### config.mk
export PLATFORM = sky130hd
export DESIGN_NAME = step_run_controller_flat
export DESIGN_NICKNAME = d
export VERILOG_FILES = /design/src/rtl/step_run_controller_pkg.sv /design/src/rtl/step_run_controller_if.sv /design/src/rtl/step_run_controller_btn_debounce.sv /design/src/rtl/step_run_controller.sv /design/src/flat_wrapper.sv
export SDC_FILE = /design/constraint.sdc
export NUM_CORES = 1
export LEC_CHECK = 0
export ABC_CLOCK_PERIOD_IN_PS = 4300
export CORE_MARGIN = 3
export CORE_UTILIZATION = 40
export DETAILED_ROUTE_END_ITERATION = 8
export DONT_BUFFER_PORTS = 1
export HOLD_SLACK_MARGIN = 0.05
export SKIP_CTS_REPAIR_TIMING = 1
export SYNTH_ARGS = -nofsm -noshare
export SYNTH_HDL_FRONTEND = slang
export SYNTH_SLANG_ARGS = --single-unit
### constraint.sdc
create_clock -name clock -period 4.3 [get_ports clock]
set_clock_uncertainty 0.1 [all_clocks]
set_input_delay 0.43 -clock clock [delete_from_list [all_inputs] [get_ports clock]]
set_output_delay 0.43 -clock clock [all_outputs]
set_load 0.03 [all_outputs]
### src/rtl/step_run_controller_pkg.sv
// Shared constants for the step/run controller: FSM state encoding and default sizes.
// Also reused by the clock divider and the core's debug readout.
package step_run_controller_pkg;

    localparam logic [1:0] ST_IDLE   = 2'b00;
    localparam logic [1:0] ST_RUN    = 2'b01;
    localparam logic [1:0] ST_STEP   = 2'b10;
    localparam logic [1:0] ST_HALTED = 2'b11;

    localparam int DEB_TICKS_DEF = 4;
    localparam int CNT_W_DEF     = 16;

endpackage

### src/rtl/step_run_controller_if.sv
// Signal bundle between the board/divider/core side and the step/run controller.
// Optional cycle_limit input exists only when STEP_RUN_CYCLE_LIMIT_EN is defined.
interface step_run_controller_if
    import step_run_controller_pkg::*;
#(
    parameter int CNT_W = CNT_W_DEF
);
    // tick is a one-clock pulse; cpu_en is a one-clock pulse; no backpressure anywhere.
    logic             tick;
    logic             run_sw;
    logic             step_btn;
    logic             halt_req;
`ifdef STEP_RUN_CYCLE_LIMIT_EN
    logic [CNT_W-1:0] cycle_limit;
`endif
    logic             cpu_en;
    logic [1:0]       state;
    logic             halted;
    logic [CNT_W-1:0] cycle_count;

`ifdef STEP_RUN_CYCLE_LIMIT_EN
    modport master (output tick, run_sw, step_btn, halt_req, cycle_limit,
                    input  cpu_en, state, halted, cycle_count);
    modport slave  (input  tick, run_sw, step_btn, halt_req, cycle_limit,
                    output cpu_en, state, halted, cycle_count);
`else
    modport master (output tick, run_sw, step_btn, halt_req,
                    input  cpu_en, state, halted, cycle_count);
    modport slave  (input  tick, run_sw, step_btn, halt_req,
                    output cpu_en, state, halted, cycle_count);
`endif

endinterface

### src/rtl/step_run_controller_btn_debounce.sv
// Two-flop synchronizer plus tick-qualified debounce; emits the debounced level
// and a pulse on the same edge the debounced level rises.
module btn_debounce #(
    parameter int DEB_TICKS = 4
) (
    input  logic clock,
    input  logic _rst,
    input  logic tick,
    input  logic btn_raw,
    output logic btn_db,
    output logic rise
);
    localparam int            DW       = $clog2(DEB_TICKS);
    localparam logic [DW-1:0] CNT_LAST = DW'(DEB_TICKS - 1);

    logic          meta_q;
    logic          sync_q;
    logic [DW-1:0] deb_cnt_q;
    logic [DW-1:0] deb_cnt_d;
    logic          btn_db_q;
    logic          btn_db_d;

    always_comb begin
        btn_db_d  = btn_db_q;
        deb_cnt_d = deb_cnt_q;
        rise      = 1'b0;
        if (tick) begin
            if (sync_q != btn_db_q) begin
                // The level must differ on DEB_TICKS consecutive ticks before it is accepted.
                if (deb_cnt_q == CNT_LAST) begin
                    btn_db_d  = sync_q;
                    deb_cnt_d = '0;
                    rise      = sync_q;
                end else begin
                    deb_cnt_d = deb_cnt_q + DW'(1);
                end
            end else begin
                deb_cnt_d = '0;
            end
        end
    end

    always_ff @(posedge clock or negedge _rst) begin
        if (!_rst) begin
            meta_q    <= 1'b0;
            sync_q    <= 1'b0;
            deb_cnt_q <= '0;
            btn_db_q  <= 1'b0;
        end else begin
            meta_q    <= btn_raw;
            sync_q    <= meta_q;
            deb_cnt_q <= deb_cnt_d;
            btn_db_q  <= btn_db_d;
        end
    end

    assign btn_db = btn_db_q;

endmodule

### src/rtl/step_run_controller.sv
// Gates the core's pipeline enable from the divider tick: free-run, debounced single-step
// and halt modes. Optional cycle limit in RUN when STEP_RUN_CYCLE_LIMIT_EN is defined.
module step_run_controller
    import step_run_controller_pkg::*;
#(
    parameter int DEB_TICKS = DEB_TICKS_DEF,
    parameter int CNT_W     = CNT_W_DEF
) (
    input  logic clock,
    input  logic _rst,
    step_run_controller_if.slave bus
);
    logic             run_meta_q;
    logic             run_s_q;
    logic             btn_db;
    logic             btn_rise;
    logic [1:0]       state_q;
    logic [1:0]       state_d;
    logic             step_req_q;
    logic             step_req_d;
    logic             cpu_en_q;
    logic             cpu_en_d;
    logic             halted_q;
    logic             halted_d;
    logic [CNT_W-1:0] cycle_count_q;
    logic [CNT_W-1:0] cycle_count_d;

    btn_debounce #(.DEB_TICKS(DEB_TICKS)) u_step_deb (
        .clock   (clock),
        ._rst    (_rst),
        .tick    (bus.tick),
        .btn_raw (bus.step_btn),
        .btn_db  (btn_db),
        .rise    (btn_rise)
    );

    always_comb begin
        state_d    = state_q;
        cpu_en_d   = 1'b0;
        step_req_d = step_req_q | btn_rise;
        case (state_q)
            ST_IDLE: begin
                if (run_s_q) begin
                    state_d    = ST_RUN;
                    step_req_d = 1'b0;
                end else if (step_req_q) begin
                    state_d = ST_STEP;
                end
            end
            ST_RUN: begin
                // Step presses have no meaning while running.
                step_req_d = 1'b0;
                if (bus.halt_req) begin
                    state_d = ST_HALTED;
                end else if (!run_s_q) begin
                    state_d = ST_IDLE;
                end else if (bus.tick) begin
                    cpu_en_d = 1'b1;
`ifdef STEP_RUN_CYCLE_LIMIT_EN
                    if ((bus.cycle_limit != '0) &&
                        ((cycle_count_q + CNT_W'(1)) == bus.cycle_limit)) begin
                        state_d = ST_HALTED;
                    end
`endif
                end
            end
            ST_STEP: begin
                if (bus.halt_req) begin
                    state_d    = ST_HALTED;
                    step_req_d = 1'b0;
                end else if (bus.tick) begin
                    cpu_en_d   = 1'b1;
                    step_req_d = 1'b0;
                    state_d    = ST_IDLE;
                end
            end
            ST_HALTED: begin
                // Leaving requires the operator to release both controls.
                if (!run_s_q && !btn_db) begin
                    state_d = ST_IDLE;
                end
            end
            default: state_d = ST_IDLE;
        endcase
        cycle_count_d = cycle_count_q + CNT_W'(cpu_en_d);
        halted_d      = (state_d == ST_HALTED);
    end

    always_ff @(posedge clock or negedge _rst) begin
        if (!_rst) begin
            run_meta_q    <= 1'b0;
            run_s_q       <= 1'b0;
            state_q       <= ST_IDLE;
            step_req_q    <= 1'b0;
            cpu_en_q      <= 1'b0;
            halted_q      <= 1'b0;
            cycle_count_q <= '0;
        end else begin
            run_meta_q    <= bus.run_sw;
            run_s_q       <= run_meta_q;
            state_q       <= state_d;
            step_req_q    <= step_req_d;
            cpu_en_q      <= cpu_en_d;
            halted_q      <= halted_d;
            cycle_count_q <= cycle_count_d;
        end
    end

    assign bus.cpu_en      = cpu_en_q;
    assign bus.state       = state_q;
    assign bus.halted      = halted_q;
    assign bus.cycle_count = cycle_count_q;

endmodule

### src/flat_wrapper.sv
// flat-port wrapper written by rule: the top's interface ports become plain ports
module step_run_controller_flat import step_run_controller_pkg::*;
#(
    parameter int DEB_TICKS = DEB_TICKS_DEF,
    parameter int CNT_W     = CNT_W_DEF
)
  (clock, _rst, bus_tick, bus_run_sw, bus_step_btn, bus_halt_req, bus_cpu_en, bus_state, bus_halted, bus_cycle_count);
  step_run_controller_if #(.CNT_W(CNT_W)) bus_i ();
  input  logic clock;
  input  logic _rst;
  input wire logic [$bits(bus_i.tick)-1:0] bus_tick;
  input wire logic [$bits(bus_i.run_sw)-1:0] bus_run_sw;
  input wire logic [$bits(bus_i.step_btn)-1:0] bus_step_btn;
  input wire logic [$bits(bus_i.halt_req)-1:0] bus_halt_req;
  output wire logic [$bits(bus_i.cpu_en)-1:0] bus_cpu_en;
  output wire logic [$bits(bus_i.state)-1:0] bus_state;
  output wire logic [$bits(bus_i.halted)-1:0] bus_halted;
  output wire logic [$bits(bus_i.cycle_count)-1:0] bus_cycle_count;
  assign bus_i.tick = bus_tick;
  assign bus_i.run_sw = bus_run_sw;
  assign bus_i.step_btn = bus_step_btn;
  assign bus_i.halt_req = bus_halt_req;
  assign bus_cpu_en = bus_i.cpu_en;
  assign bus_state = bus_i.state;
  assign bus_halted = bus_i.halted;
  assign bus_cycle_count = bus_i.cycle_count;
  step_run_controller #(.DEB_TICKS(DEB_TICKS), .CNT_W(CNT_W)) u_core (.clock(clock), ._rst(_rst), .bus(bus_i));
endmodule
==> metrics.cfg, run 1 <==
[outcome]
status=completed

[global_routing]
antenna_found_initial=0
grt_remaining_overflow=0
grt_usage=0.120
grt_max_degree=29
grt_pass1_vias=834
grt_pass1_wl_um=3780

[route]
drc=0
wl_um=2190
ant_nets=0
dr.pass1.iters=4
wl_per_cell_um=13.8
vias=792
first_iter_violations=53
avgViaCountPerCell=4.98

[critical_path]
cpMostUsedCell=ha_1
crit_cells=10
critPathLaunchType=flop
ff2ff_setup_slack_ns=1.52
cp.required_ns=4.42
max_stage_delay_ns=0.65
crit_type=reg -> reg
crit_path_end=u_core.bus.cycle_count[12]$_DFF_PN0_
path_cells=inv_1 -> ha_1 -> nand2_1 -> nor3_1 -> ha_1 -> ha_1 -> nand4_1 -> nor3_4 -> nand3_1 -> xnor2_1
reg2reg_depth=10
cp_top_family=simple AND/OR/NAND/NOR gates
crit_fanout=6
crit_start=u_core.bus.state[0]$_DFF_PN0_
cp-end-kind=flop
cp.arrival_ns=2.90
critPathSlowestCell=dfrtp_1
cp.buffers_inverters=1
crit-reg2reg-launch=u_core.bus.state[0]$_DFF_PN0_
r2r_end=u_core.bus.cycle_count[12]$_DFF_PN0_

[clocking]
htree_levels=1
clkTransAtPathRegs_ns=0.15
clock-sinks=28
clockRootBuffer=clkbuf_4
clk_latency_ns=0.33
clock_path_buffers=2
cts_tree=done
numCtsBuffers=3

[place]
gp_congestion=0.888
io_buffers=0
hpwlAfterDp_um=1630

[sta]
setup_viol=0
min_period_over_period=0.647
fmax_ghz=0.359
rsz0062_at_grt=no
drv_slew=0
slew_headroom=0.672
worst_slew_pin_slew_ns=0.492
setup_tns_ns=0
min_period_ns=2.78
finalHoldViolCount=0

[synth]
async_flop_share=1.00
ys_seq_elements=28
synthDistinctLibCells=30
synth_area_um2=1300
avgSynthCellArea_um2=12.1
synth-edff-count=0
synth_cells=107
synth_flop_cell=dfrtp_1
syn-num-nets=121
yosysSeqAreaShare=0.540
yosys_warnings=0

[final_layout]
utilization=0.467
diodes=0
layout.nets=130
fillerInstances=300
drive_gt1_frac=0.104
synthToLayoutAreaGrowth_pct=10.9

[floorplan]
die-area_um2=3960
rows=20
fp.dieW_um=63.0
die_h_um=63.0
io_pins=26
initial_utilization=0.422
core-area_um2=3080

[run]
cap_violations=0

[worst_hold_path]
hp-class=in -> reg

[pwr]
power.density_nw_per_um2=493
peakVddDrop_uv=161
leakage_nw=0.662

## cells in the final DEF, fill, tap and decap left out, types with 3 or more instances in the layout
| master | synthesis | routed |
|---|---|---|
| inv_1 | 4 | 4 |
| xnor2_1 | 11 | 11 |
| ha_1 | 8 | 8 |
| nor2_1 | 4 | 4 |
| xor2_1 | 4 | 4 |
| clkbuf_4 | 0 | 3 |
| nand3_1 | 7 | 7 |
| nand2_1 | 13 | 13 |
| dfrtp_1 | 28 | 28 |
| dlygate4sd3_1 | 0 | 3 |
## layer usage
metal / GRT usage / vias to the layer above / wire length (um)
met3: 0.0432 / 4 / 121
met1: 0.145 / 382 / 1000
met2: 0.191 / 21 / 1040
met4: 0.0523 / 0 / 31
met5: 0 / - / 0
li1: - / 385 / -
## sequential cells by signal, indices dropped and copies added, names as in the netlist
name                         flops
u_core.bus.cpu_en                1
u_core.bus.cycle_count          16
u_core.bus.halted                1
u_core.bus.state                 2
u_core.run_meta_q                1
u_core.run_s_q                   1
u_core.step_req_q                1
u_core.u_step_deb.btn_db         1
u_core.u_step_deb.deb_cnt_q      2
u_core.u_step_deb.meta_q         1
u_core.u_step_deb.sync_q         1
## worst min-delay path by stage
stage / from / to / slack (ns) / depth (start not counted)
3_5_place_dp: _rst / u_core.bus.halted$_DFF_PN0_ / 0.04 / 0
6_report: bus_halt_req / u_core.bus.cpu_en$_DFF_PN0_ / 0.09 / 1
2_1_floorplan: _rst / u_core.bus.cpu_en$_DFF_PN0_ / 0.03 / 0
3_3_place_gp: _rst / u_core.bus.halted$_DFF_PN0_ / 0.04 / 0
4_1_cts: _rst / u_core.bus.halted$_DFF_PN0_ / -0.34 / 0
5_1_grt: bus_halt_req / u_core.bus.cpu_en$_DFF_PN0_ / 0.05 / 1
## area by class of cell
cell class | instances | area [um2] | area share
Timing Repair Buffer | 4 | 50.0 | 0.0348
Inverter | 5 | 32.5 | 0.0226
Clock buffer | 4 | 36.3 | 0.0252
Multi-Input combinational cell | 74 | 564 | 0.392
Tap cell | 44 | 55.1 | 0.0383
Sequential cell | 28 | 701 | 0.487
## synthesized netlist by cell type, types with 2 or more instances
library cell | n | area [um2]
o21a_1 | 2 | 15.0
nor2b_1 | 2 | 12.5
o22ai_1 | 2 | 12.5
nor2_1 | 4 | 15.0
nand4_1 | 2 | 12.5
mux2_2 | 2 | 22.5
ha_1 | 8 | 100
xnor2_1 | 11 | 96.3
inv_1 | 4 | 15.0
nand2_1 | 13 | 48.8
dfrtp_1 | 28 | 701
nor3_1 | 2 | 10.0
nand3_1 | 7 | 35.0
xor2_1 | 4 | 35.0
## power by group
part | leakage [nW] | internal [mW] | switching, mW
combinational | 0.277 | 0.0786 | 0.0872
sequential | 0.364 | 0.306 | 0.109
clock | 0.0210 | 0.0518 | 0.0765
total | 0.662 | 0.437 | 0.273
## metrics by stage
stage               setup slack, ns  power [mW]  hold slack [ns]  instances  instance area (um2)
detailed placement             1.53       0.578           0.0350        151                 1350
floorplan                      1.82       0.535           0.0344        107                 1300
finish                         1.52       0.710           0.0935        159                 1440
global placement               1.61       0.568           0.0352        151                 1350
global route                   1.34       0.761           0.0550        159                 1440
CTS                            1.51       0.707           -0.342        155                 1390
## kinds of logic after synthesis
| logic type | synth area share |
|---|---|
| multiplexers | 0.0174 |
| adder cells (fa/ha/maj) | 0.0771 |
| XOR/XNOR | 0.101 |
| AND/OR/NAND/NOR | 0.179 |
| buffers and inverters | 0.0251 |
| flip-flops | 0.540 |
| AO/OA/AOI/OAI | 0.0598 |
Note: power is estimated with default switching activity, not from simulation.
==> run 2, diff against run 1 <==
- ABC_CLOCK_PERIOD_IN_PS: 4300 -> 2500
- clock period: 4.3 -> 2.5 ns (I/O delays scaled with it)
==> run 2 against run 1 <==
- core utilization rose by 4.1 points
- hold slack got worse by 0.018 ns
- routed wire length rose by 7.5%
- worst setup slack got worse by 1.4 ns
- first-iteration DRC count increased by 74%
- final cell count up 6.3%
- clock power is 38% higher
- critical endpoint unchanged
==> metrics.cfg, run 2 (same netlist as run 1, synthesis figures left out) <==
[sta]
fmax_ghz=0.422  ; was 0.359 GHz
min_period_over_period=0.949  ; was 0.647
worst_slew_pin_slew_ns=0.493  ; was 0.492 ns
min_period_ns=2.37  ; was 2.78 ns
setup_viol=0  ; unchanged
finalHoldViolCount=0  ; unchanged
drv_slew=0  ; unchanged
slew_headroom=0.671  ; was 0.672
setup_slack_ns=0.128  ; was 1.52 ns

[worst_hold_path]
hp-class=in -> reg  ; unchanged

[critical_path]
crit_type=reg -> reg  ; unchanged
ff2ff_setup_slack_ns=0.13  ; was 1.52 ns
crit_fanout=5  ; was 6
cp.arrival_ns=2.48  ; was 2.90 ns
critPathLaunchType=flop  ; unchanged
cp-end-kind=flop  ; unchanged
cp.required_ns=2.60  ; was 4.42 ns

[floorplan]
die-area_um2=3960  ; unchanged
core-area_um2=3080  ; unchanged
fp.dieW_um=63.0  ; unchanged
rows=20  ; unchanged
initial_utilization=0.422  ; unchanged
io_pins=26  ; unchanged
die_h_um=63.0  ; unchanged

[clocking]
clk_latency_ns=0.32  ; was 0.33 ns
clock_path_buffers=2  ; unchanged
htree_levels=1  ; unchanged
clock-sinks=28  ; unchanged
numCtsBuffers=3  ; unchanged
cts_tree=done  ; unchanged
clkTransAtPathRegs_ns=0.14  ; was 0.15 ns
clockRootBuffer=clkbuf_4  ; unchanged

[final_layout]
diodes=0  ; unchanged
synthToLayoutAreaGrowth_pct=20.6  ; was 10.9%
fillerInstances=282  ; was 300
layout_common_cells=dfrtp_1, nand2_1, xnor2_1  ; unchanged
instances_no_fill=169  ; was 159
largest_reg_flops=16  ; unchanged
drive_gt1_frac=0.224  ; was 0.104
final_common_cell=dfrtp_1  ; unchanged
layout.nets=141  ; was 130

[global_routing]
grt_remaining_overflow=0  ; unchanged
antenna_found_initial=0  ; unchanged
grt_max_degree=29  ; unchanged
grt_pass1_vias=809  ; was 834
grt_usage=0.119  ; was 0.120
grt_pass1_wl_um=3770  ; was 3780 um

[route]
drc=0  ; unchanged
first_iter_violations=92  ; was 53
wl_per_cell_um=13.9  ; was 13.8 um
dr.pass1.iters=4  ; unchanged
ant_nets=0  ; unchanged
wl_um=2360  ; was 2190 um
avgViaCountPerCell=5.04  ; was 4.98
vias=851  ; was 792

[place]
gp_congestion=0.875  ; was 0.888
dp_cells=154  ; was 151
io_buffers=0  ; unchanged
hpwlAfterDp_um=1640  ; was 1630 um
post-place-ws_ns=0.0406  ; was 1.53 ns

[pwr]
leakage_nw=0.708  ; was 0.662 nW
power.density_nw_per_um2=830  ; was 493 nW/um2
peakVddDrop_uv=341  ; was 161 uV

[outcome]
status=completed  ; unchanged

[run]
cap_violations=0  ; unchanged

[run 2: cell count changes in the layout (fill, tap and decap cells not counted), sizes merged]
cell         before  now
clkbuf            4    3
dlygate4sd3       3    6
buf               1    9
[run 2: final timing paths]
kind	to	startpoint	cells after the start
max in group asynchronous	u_core.u_step_deb.deb_cnt_q[0]$_DFFE_PN0P_	_rst	2
min	u_core.u_step_deb.btn_db$_DFFE_PN0P_	bus_tick	2
max reg2reg	u_core.bus.cycle_count[12]$_DFF_PN0_	u_core.bus.state[0]$_DFF_PN0_	10
min reg2reg	u_core.u_step_deb.sync_q$_DFF_PN0_	u_core.u_step_deb.meta_q$_DFF_PN0_	0
min in group asynchronous	u_core.bus.halted$_DFF_PN0_	_rst	2
max	u_core.bus.cycle_count[12]$_DFF_PN0_	u_core.bus.state[0]$_DFF_PN0_	10
[run 2: metrics by stage]
step	utilization	hold WS, ns	TNS (ns)	cell area [um2]	total power, mW
floorplan	-	-0.146	0	1300	0.920
global placement	0.447	-0.145	0	1380	1.00
detailed placement	0.447	-0.145	0	1380	1.02
CTS	0.454	-0.516	-0.00364	1400	1.20
global route	0.509	0.0570	-0.00344	1570	1.39
finish	0.509	0.0751	0	1570	1.30
[run 2: critical path, cell delays in order, from the launching register on]
cell	delay, ns
dfrtp_2	0.46
inv_2	0.08
ha_1	0.28
nand2_1	0.06
nor3_2	0.17
ha_2	0.24
ha_4	0.13
nand4_1	0.19
nor3_4	0.28
nand3_1	0.11
xnor2_1	0.16
[run 2: layer usage]
layer | wire length, um | global-route usage
met1 | 1000 | 0.150
met2 | 1180 | 0.183
met3 | 159 | 0.0450
met4 | 15 | 0.0496
met5 | 0 | 0
[run 2: report_power, final]
part / internal [mW] / total, mW / switching [mW]
clock network: 0.0564 / 0.177 / 0.121
logic: 0.207 / 0.437 / 0.230
registers: 0.530 / 0.685 / 0.155
[run 2: area by class of cell]
class                      count  area, um2  area share
clock buffer                   3       22.5      0.0144
timing repair buffer          15        140      0.0895
tap                           44       55.1      0.0352
inverter                       5       32.5      0.0208
multi-input combinational     74        613       0.392
sequential                    28        702       0.448
